## src/rtl/pmem_arbiter.sv

```systemverilog
// pmem_arbiter
//   Round-robin arbiter that lets NUM_PORTS cache-side requesters share one
//   cacheline-wide physical memory port. One transaction runs at a time:
//   IDLE picks a winner and latches its request, BUSY drives the pmem pins
//   from that latch until pmem_resp, and DONE returns the line to the winner.
//
// Ports
//   clk, rst                  clock, asynchronous active-high reset
//   req_read/req_write        per-port request flags (write wins if both set)
//   req_address/req_wdata     per-port address/line, port i at [i*W +: W]
//   req_resp                  one-cycle completion pulse to the winner only
//   req_rdata                 read line, broadcast, valid while req_resp set
//   pmem_read/pmem_write      memory strobes, registered, never both high
//   pmem_address/pmem_wdata   latched request towards memory
//   pmem_resp/pmem_rdata      memory completion and read line
//   busy                      high in BUSY and DONE
//   grant                     index of current or last granted port
//   dbg_state_o               current FSM state for external checkers
//
// Handshake: a requester raises req_read/req_write with address/wdata and
// holds them until it sees its req_resp bit; it drops the request on the
// edge that ends the req_resp cycle. Memory sees a strobe held high until it
// answers with a single-cycle pmem_resp; pmem_resp outside BUSY is ignored.
module pmem_arbiter #(
   parameter int NUM_PORTS  = 2,
   parameter int ADDR_WIDTH = 16,
   parameter int LINE_WIDTH = 128,
   localparam int GW = (NUM_PORTS > 1) ? $clog2(NUM_PORTS) : 1
) (
   input  logic                            clk,
   input  logic                            rst,
   input  logic [NUM_PORTS-1:0]            req_read,
   input  logic [NUM_PORTS-1:0]            req_write,
   input  logic [NUM_PORTS*ADDR_WIDTH-1:0] req_address,
   input  logic [NUM_PORTS*LINE_WIDTH-1:0] req_wdata,
   output logic [NUM_PORTS-1:0]            req_resp,
   output logic [LINE_WIDTH-1:0]           req_rdata,
   output logic                            pmem_read,
   output logic                            pmem_write,
   output logic [ADDR_WIDTH-1:0]           pmem_address,
   output logic [LINE_WIDTH-1:0]           pmem_wdata,
   input  logic                            pmem_resp,
   input  logic [LINE_WIDTH-1:0]           pmem_rdata,
   output logic                            busy,
   output logic [GW-1:0]                   grant,
   output logic [1:0]                      dbg_state_o
);

   localparam logic [1:0] ST_IDLE = 2'd0;
   localparam logic [1:0] ST_BUSY = 2'd1;
   localparam logic [1:0] ST_DONE = 2'd2;

   // After reset the "last" grant is the highest port so port 0 wins first.
   localparam logic [GW-1:0] LAST_RESET = GW'(NUM_PORTS - 1);

   logic [1:0]            state_q, state_d;
   logic [GW-1:0]         grant_q, grant_d;
   logic [GW-1:0]         last_grant_q, last_grant_d;
   logic                  pmem_read_q, pmem_read_d;
   logic                  pmem_write_q, pmem_write_d;
   logic [ADDR_WIDTH-1:0] addr_q, addr_d;
   logic [LINE_WIDTH-1:0] wdata_q, wdata_d;
   logic [LINE_WIDTH-1:0] rdata_q, rdata_d;
   logic [NUM_PORTS-1:0]  resp_q, resp_d;

   logic [NUM_PORTS-1:0]  pending;
   logic                  any_hi, any_lo;
   logic [GW-1:0]         pick_hi, pick_lo, pick;
   logic                  sel_write;
   logic [ADDR_WIDTH-1:0] sel_addr;
   logic [LINE_WIDTH-1:0] sel_wdata;

   assign pending = req_read | req_write;

   // Circular search starting after last_grant: the lowest pending index
   // above last_grant wins; if there is none, wrap to the lowest pending
   // index overall. Scanning downwards leaves the lowest match in each pick.
   always_comb begin
      any_hi  = 1'b0;
      any_lo  = 1'b0;
      pick_hi = '0;
      pick_lo = '0;
      for (int i = NUM_PORTS - 1; i >= 0; i--) begin
         if (pending[i]) begin
            any_lo  = 1'b1;
            pick_lo = GW'(i);
         end
         if (pending[i] && (GW'(i) > last_grant_q)) begin
            any_hi  = 1'b1;
            pick_hi = GW'(i);
         end
      end
      pick = any_hi ? pick_hi : pick_lo;
   end

   // Request fields of the chosen port.
   always_comb begin
      sel_write = 1'b0;
      sel_addr  = '0;
      sel_wdata = '0;
      for (int i = 0; i < NUM_PORTS; i++) begin
         if (GW'(i) == pick) begin
            sel_write = req_write[i];
            sel_addr  = req_address[i*ADDR_WIDTH +: ADDR_WIDTH];
            sel_wdata = req_wdata[i*LINE_WIDTH +: LINE_WIDTH];
         end
      end
   end

   always_comb begin
      state_d      = state_q;
      grant_d      = grant_q;
      last_grant_d = last_grant_q;
      pmem_read_d  = pmem_read_q;
      pmem_write_d = pmem_write_q;
      addr_d       = addr_q;
      wdata_d      = wdata_q;
      rdata_d      = rdata_q;
      resp_d       = '0;
      case (state_q)
         ST_IDLE: begin
            if (any_lo) begin
               state_d      = ST_BUSY;
               grant_d      = pick;
               last_grant_d = pick;
               addr_d       = sel_addr;
               wdata_d      = sel_wdata;
               pmem_write_d = sel_write;
               pmem_read_d  = !sel_write;
            end
         end
         ST_BUSY: begin
            if (pmem_resp) begin
               state_d      = ST_DONE;
               rdata_d      = pmem_rdata;
               pmem_read_d  = 1'b0;
               pmem_write_d = 1'b0;
               for (int i = 0; i < NUM_PORTS; i++) begin
                  resp_d[i] = (GW'(i) == grant_q);
               end
            end
         end
         ST_DONE: begin
            state_d = ST_IDLE;
         end
         default: begin
            state_d      = ST_IDLE;
            pmem_read_d  = 1'b0;
            pmem_write_d = 1'b0;
         end
      endcase
   end

   always_ff @(posedge clk or posedge rst) begin
      if (rst) begin
         state_q      <= ST_IDLE;
         grant_q      <= '0;
         last_grant_q <= LAST_RESET;
         pmem_read_q  <= 1'b0;
         pmem_write_q <= 1'b0;
         addr_q       <= '0;
         wdata_q      <= '0;
         rdata_q      <= '0;
         resp_q       <= '0;
      end else begin
         state_q      <= state_d;
         grant_q      <= grant_d;
         last_grant_q <= last_grant_d;
         pmem_read_q  <= pmem_read_d;
         pmem_write_q <= pmem_write_d;
         addr_q       <= addr_d;
         wdata_q      <= wdata_d;
         rdata_q      <= rdata_d;
         resp_q       <= resp_d;
      end
   end

   assign req_resp     = resp_q;
   assign req_rdata    = rdata_q;
   assign pmem_read    = pmem_read_q;
   assign pmem_write   = pmem_write_q;
   assign pmem_address = addr_q;
   assign pmem_wdata   = wdata_q;
   assign busy         = (state_q != ST_IDLE);
   assign grant        = grant_q;
   assign dbg_state_o  = state_q;

endmodule

```

## config.mk

```make
export PLATFORM = sky130hd
export DESIGN_NAME = pmem_arbiter
export DESIGN_NICKNAME = d
export VERILOG_FILES = /design/src/rtl/pmem_arbiter.sv
export SDC_FILE = /design/constraint.sdc
export NUM_CORES = 1
export LEC_CHECK = 0
export CAP_MARGIN = 20
export CORE_AREA = 5 5 267 269
export CTS_CLUSTER_DIAMETER = 50
export CTS_CLUSTER_SIZE = 24
export DETAILED_ROUTE_END_ITERATION = 8
export DIE_AREA = 0 0 272 274
export PLACE_DENSITY = 0.49
export SKIP_LAST_GASP = 1
export SYNTH_ARGS = -nofsm -noshare
export SYNTH_HDL_FRONTEND = slang
export SYNTH_SLANG_ARGS = --single-unit
```

## constraint.sdc

```tcl
create_clock -name clk -period 9.2 [get_ports clk]
set_clock_uncertainty 0.15 [all_clocks]
set_input_delay 1.38 -clock clk [delete_from_list [all_inputs] [get_ports clk]]
set_output_delay 1.38 -clock clk [all_outputs]
set_load 0.03 [all_outputs]
```

==> Word-level counts from Yosys, hierarchy flattened <==
Cells that the tools add are included.
{ "word_totals": {"reg_bits": 280, "out_inout_bits": 280, "word_cells": 47} }
{ "op_classes": {"magnitude_cmp": 2, "eq_ne": 4, "muxes": 20, "n_bitwise": 3, "n_reduce_logical": 9} }
{ "ops": {"columns": ["cell", "count"], "rows": [
  ["2-to-1 mux 128 bit", 1],
  ["2-to-1 mux 16 bit", 1],
  ["2-to-1 mux 1 bit", 11],
  ["2-to-1 mux 2 bit", 4],
  ["one-hot mux 1 bit (3 select lines)", 2],
  ["AND reduction 2 bit", 3],
  ["!= test 2 bit (second input constant)", 2],
  ["one-hot mux 2 bit (2 select lines)", 1],
  ["AND reduction 3 bit", 1],
  ["== test 2 x 1 -> 1 bit (second input constant)", 1],
  ["== test 2 bit (second input constant)", 1],
  ["> comparator 1 bit (first input constant)", 2],
  ["logical AND 1 bit", 2],
  ["logical NOT 2 bit", 1],
  ["inverter 1 bit", 2],
  ["OR 2 bit", 1],
  ["nonzero test 2 bit", 1],
  ["logical NOT 1 bit", 1]
]} }

==> Depth between registers and ports, before layout <==
{ "depth": {"ltp_word": 9, "ltp_mapped": 8, "depth_no_buf": 5} }

==> Worst setup path before layout <==
OpenSTA, ideal clock, no wires.
{ "synth_path": {"kind": "input to register", "start": "input port req_read[1]", "end": "register wdata_q[0], in the netlist pmem_wdata[0]", "arrival_ps": 2255, "setup_slack_ps": 6672, "path_stages": 7, "n_path_buf": 3, "path_cell_list": "nor2_2 nor2b_1 buf_4 buf_6 buf_4 a21oi_1 a21oi_1"} }
{ "synth_via": {"elab_chain_cells": 6, "word_cells_on_any_way": 11, "classes_between": "mux (8); bitwise (1); reduce/logical (2)"} }
{ "synth_lines": {"columns": ["item", "line_no", "text"], "rows": [
  ["start, declared", "32", "input logic [NUM_PORTS-1:0] req_read,"],
  ["OR 2 bit (*)", "73", "assign pending = req_read | req_write;"],
  ["logical AND 1 bit", "88", "if (pending[i] && (GW'(i) > last_grant_q)) begin"],
  ["2-to-1 mux 1 bit (2 in series)", "88", null],
  ["2-to-1 mux 1 bit", "93", "pick = any_hi ? pick_hi : pick_lo;"],
  ["2-to-1 mux 128 bit", "102", "if (GW'(i) == pick) begin"],
  ["end signal, assigned", "172", "wdata_q <= wdata_d;"],
  ["end, declared", "62", "logic [LINE_WIDTH-1:0] wdata_q, wdata_d;"]
]} }
Mark *: on every way between the ends. The rest lies on a longest branch, timed or not.
A chain may end at the register's enable or synchronous reset.

==> Worst setup path in the final report <==
{ "layout_path": {"start": "input port req_write[0]", "end": "register addr_q[13], in the netlist pmem_address[13]"} }
{ "layout_via": {"elab_chain_cells": 5, "word_cells_on_any_way": 9, "classes_between": "mux (6); bitwise (1); reduce/logical (2)"} }
{ "layout_lines": {"columns": ["item", "line_no", "text"], "rows": [
  ["start, declared", "33", "input logic [NUM_PORTS-1:0] req_write,"],
  ["OR 2 bit (*)", "73", null],
  ["logical AND 1 bit", "88", null],
  ["2-to-1 mux 1 bit", "88", null],
  ["2-to-1 mux 1 bit", "93", null],
  ["2-to-1 mux 16 bit", "102", null],
  ["end signal, assigned", "171", "addr_q <= addr_d;"],
  ["end, declared", "61", "logic [ADDR_WIDTH-1:0] addr_q, addr_d;"]
]} }
Marks and branches as above.

==> reports/qor.yml <==
status: "finished clean"
crit_start: "req_write[0]"
syn_area_per_cell_um2: 8.76
rsz0062_at_grt: "no"
pin_count: 703
rr_startpoint: "last_grant_q$_DFFE_PP1P_"
area_growth_pct: 79.3
overflow: 0
dr.pass1.iters: 4
antenna_found_initial: 13
final_cells: 2959
wl_um: 58000
vias: 12100
crit_type: "in -> reg"
ir_drop_v: 0.000211
cts_setup_buffers: 0
vias_per_cell: 4.10
clock-sinks: 280
path_delay_family: "buffers and inverters"
syn_area_um2: 11900
hold_viol: 0
critical_path_buf_inv_count: 2
dp_cells: 2863
ys.flop_type: "dfrtp_1"
clock_latency_ns: 0.57
cts-root-buf: "clkbuf_16"
grt_first_pass_wirelength_um: 84400
arrival_ns: 4.21
synthesis.nets: 1785
post_route_cells_drive_above_1_share_pct: 8.41
clk_path_buf_depth: 3
drt_iter0_drc: 492
cp_slowest_cell: "nor2b_4"
max_freq_mhz: 258
tightest_slew_ns: 1.04
postCtsHoldBufs: 0
critPathMaxStageDelay_ns: 0.90
crit_top_cell: "a21oi_1"
grt_usage_pct: 14.7
htreeDepth: 2
cts_resized: 0
n_fill_cell: 7087
grt_max_degree: 149
grt_pass1_vias: 12800
period_needed_ns: 3.88
initial_utilization_pct: 17.5
cp-start-kind: "input port"
dpl.hpwl_um: 42600
ys_seq_elements: 280
io_buffer_count: 702
gp_congestion: 0.837
p_leak_nw: 9.12
syn_inst: 1362
core_area_um2: 68300
critPathMaxFanout: 109
final_nets: 2455
worstReg2RegEnd: "pmem_address[13]$_DFFE_PP0P_"
die_h_um: 274
powerDensity_nw_per_um2: 394
rows: 96
numCtsBuffers: 49
crit_chain: "clkdlybuf4s50_1, o21ai_1, nor2b_4, buf_12, a21oi_1, a21oi_1"
die_w_um: 272
synthArstFlopShare_pct: 100
period_share_pct: 42.2
hold_path_class: "reg -> reg"
cts_tree: "yes"
reg2reg_slack_ns: 6.34
ys_seq_area_share_pct: 58.7
cp-end-kind: "flip-flop"
tns_ns: 0
path_clk_slew_ns: 0.05
crit_end: "pmem_address[13]$_DFFE_PP0P_"
wl_per_cell_um: 19.6
synth-edff-count: 0
netlist-cell-type-count: 25
drv_slew: 0
ys_warn_count: 0
critPathRequiredTime_ns: 9.53
setup_viol: 0
ant_nets: 0
cp_num_cells: 6
maxCapViolCount: 0
die_area_um2: 74500
rr_worst_depth: 5
drc_errors: 0
relSlewSlack_pct: 30.8
==> through the flow <==
step / utilization, % / power (mW) / area (um2) / setup slack, ns / hold slack [ns]
after CTS: 31.3 / 8.56 / 21400 / 5.41 / 0.323
after detailed placement: 28.8 / 6.63 / 19700 / 4.78 / 0.311
after floorplan: - / 4.69 / 11900 / 3.96 / 0.304
after global routing: 31.3 / 8.95 / 21400 / 5.19 / 0.339
final: 31.3 / 8.42 / 21400 / 5.32 / 0.319
after global placement: 28.8 / 6.59 / 19700 / 4.77 / 0.308
==> cells by family (layout without fill, tap and decap cells) <==
family,count (synthesis),in the layout,share of synthesized area [%]
simple gates,685,685,21.8
compound gates,300,300,14.9
flops,280,280,58.7
buf+inv,97,805,4.56
other cells,0,7,0
==> worst min path at each step <==
stage / from / endpoint / slack [ns] / depth (start not counted)
3_3_place_gp: req_rdata[31]$_DFFE_PP0P_ / req_rdata[31]$_DFFE_PP0P_ / 0.31 / 2
3_5_place_dp: req_rdata[99]$_DFFE_PP0P_ / req_rdata[99]$_DFFE_PP0P_ / 0.31 / 2
6_report: req_rdata[31]$_DFFE_PP0P_ / req_rdata[31]$_DFFE_PP0P_ / 0.32 / 2
2_1_floorplan: last_grant_q$_DFFE_PP1P_ / last_grant_q$_DFFE_PP1P_ / 0.30 / 2
4_1_cts: req_rdata[31]$_DFFE_PP0P_ / req_rdata[31]$_DFFE_PP0P_ / 0.32 / 2
5_1_grt: req_rdata[73]$_DFFE_PP0P_ / req_rdata[73]$_DFFE_PP0P_ / 0.34 / 2
==> layout by cell type, fill, tap and decap left out <==
| cell type | count |
|---|---|
| clkdlybuf4s50_1 | 702 |
| nand2_1 | 530 |
| buf_4 | 6 |
| bufinv_16 | 4 |
| a21oi_2 | 70 |
| a21oi_4 | 1 |
| clkinv_2 | 5 |
| inv_4 | 1 |
| a31oi_1 | 1 |
| nand2b_1 | 2 |
| nor2_1 | 145 |
| or2_4 | 2 |
| o21ai_1 | 4 |
| buf_12 | 4 |
| o21ai_4 | 1 |
| inv_6 | 5 |
| clkbuf_8 | 5 |
| dfstp_2 | 1 |
| and2_1 | 1 |
| nor2b_4 | 1 |
| a21oi_1 | 219 |
| and3_1 | 1 |
| nand3_1 | 1 |
| nor2_2 | 2 |
| a21o_4 | 1 |
| inv_8 | 3 |
| inv_1 | 2 |
| clkbuf_16 | 50 |
| o21ai_0 | 2 |
| clkbuf_1 | 6 |
| clkinv_16 | 1 |
| a21o_1 | 1 |
| clkinv_4 | 8 |
| diode_2 | 7 |
| dfrtp_1 | 279 |
| clkinvlp_4 | 3 |
==> cell type report <==
cell class / instances / area, um2 / share of cell area [%]
Antenna cell: 7 / 17.5 / 0.0819
Clock buffer: 61 / 1340 / 6.28
Clock inverter: 28 / 338 / 1.58
Inverter: 4 / 21.3 / 0.0994
Multi-Input combinational cell: 985 / 4410 / 20.6
Sequential cell: 280 / 7010 / 32.8
Tap cell: 882 / 1100 / 5.16
Timing Repair Buffer: 712 / 7150 / 33.4
==> Yosys cell counts (2+ instances only) <==
| library cell | n | area [um2] |
|---|---|---|
| nor2_1 | 145 | 544 |
| nor2_2 | 2 | 12.5 |
| inv_1 | 3 | 11.3 |
| o21ai_0 | 3 | 15.0 |
| clkbuf_1 | 15 | 56.3 |
| dfrtp_1 | 279 | 6980 |
| nand2_1 | 530 | 1990 |
| buf_6 | 10 | 113 |
| nand2b_1 | 2 | 12.5 |
| buf_2 | 60 | 300 |
| buf_4 | 8 | 60.1 |
| a21o_1 | 2 | 15.0 |
| o21ai_1 | 4 | 20.0 |
| a21oi_2 | 70 | 613 |
| a21oi_1 | 219 | 1100 |
==> worst reg2reg max path: cells and delay by family (launching register included) <==
kind                   cells  cell delay (ns)
AND/OR/NAND/NOR            1             0.90
flip-flops                 1             0.38
buffers and inverters      1             0.53
AO/OA/AOI/OAI              3             0.79
==> where the power goes <==
group | switching [mW] | internal (mW) | total [mW]
logic | 2.70 | 1.65 | 4.35
clock network | 0.696 | 1.16 | 1.86
registers | 0.365 | 1.85 | 2.22
total | 3.76 | 4.66 | 8.42
==> flip-flops by register name (all words and copies together) (netlist names) <==
register      count
dbg_state_o       2
last_grant_q      1
grant             1
pmem_write        1
pmem_read         1
req_rdata       128
pmem_wdata      128
pmem_address     16
req_resp          2
==> layer usage <==
layer,GRT usage [%],share of wire [%],vias to the layer above,wire length (um)
li1,-,-,5711,-
met2,25.4,49,543,28400
met5,0,0.021,-,12
met3,5.97,10,90,5780
met4,4.61,3.0,2,1710
met1,16.6,38,5798,22100
Power figures use the tool's default switching activity.
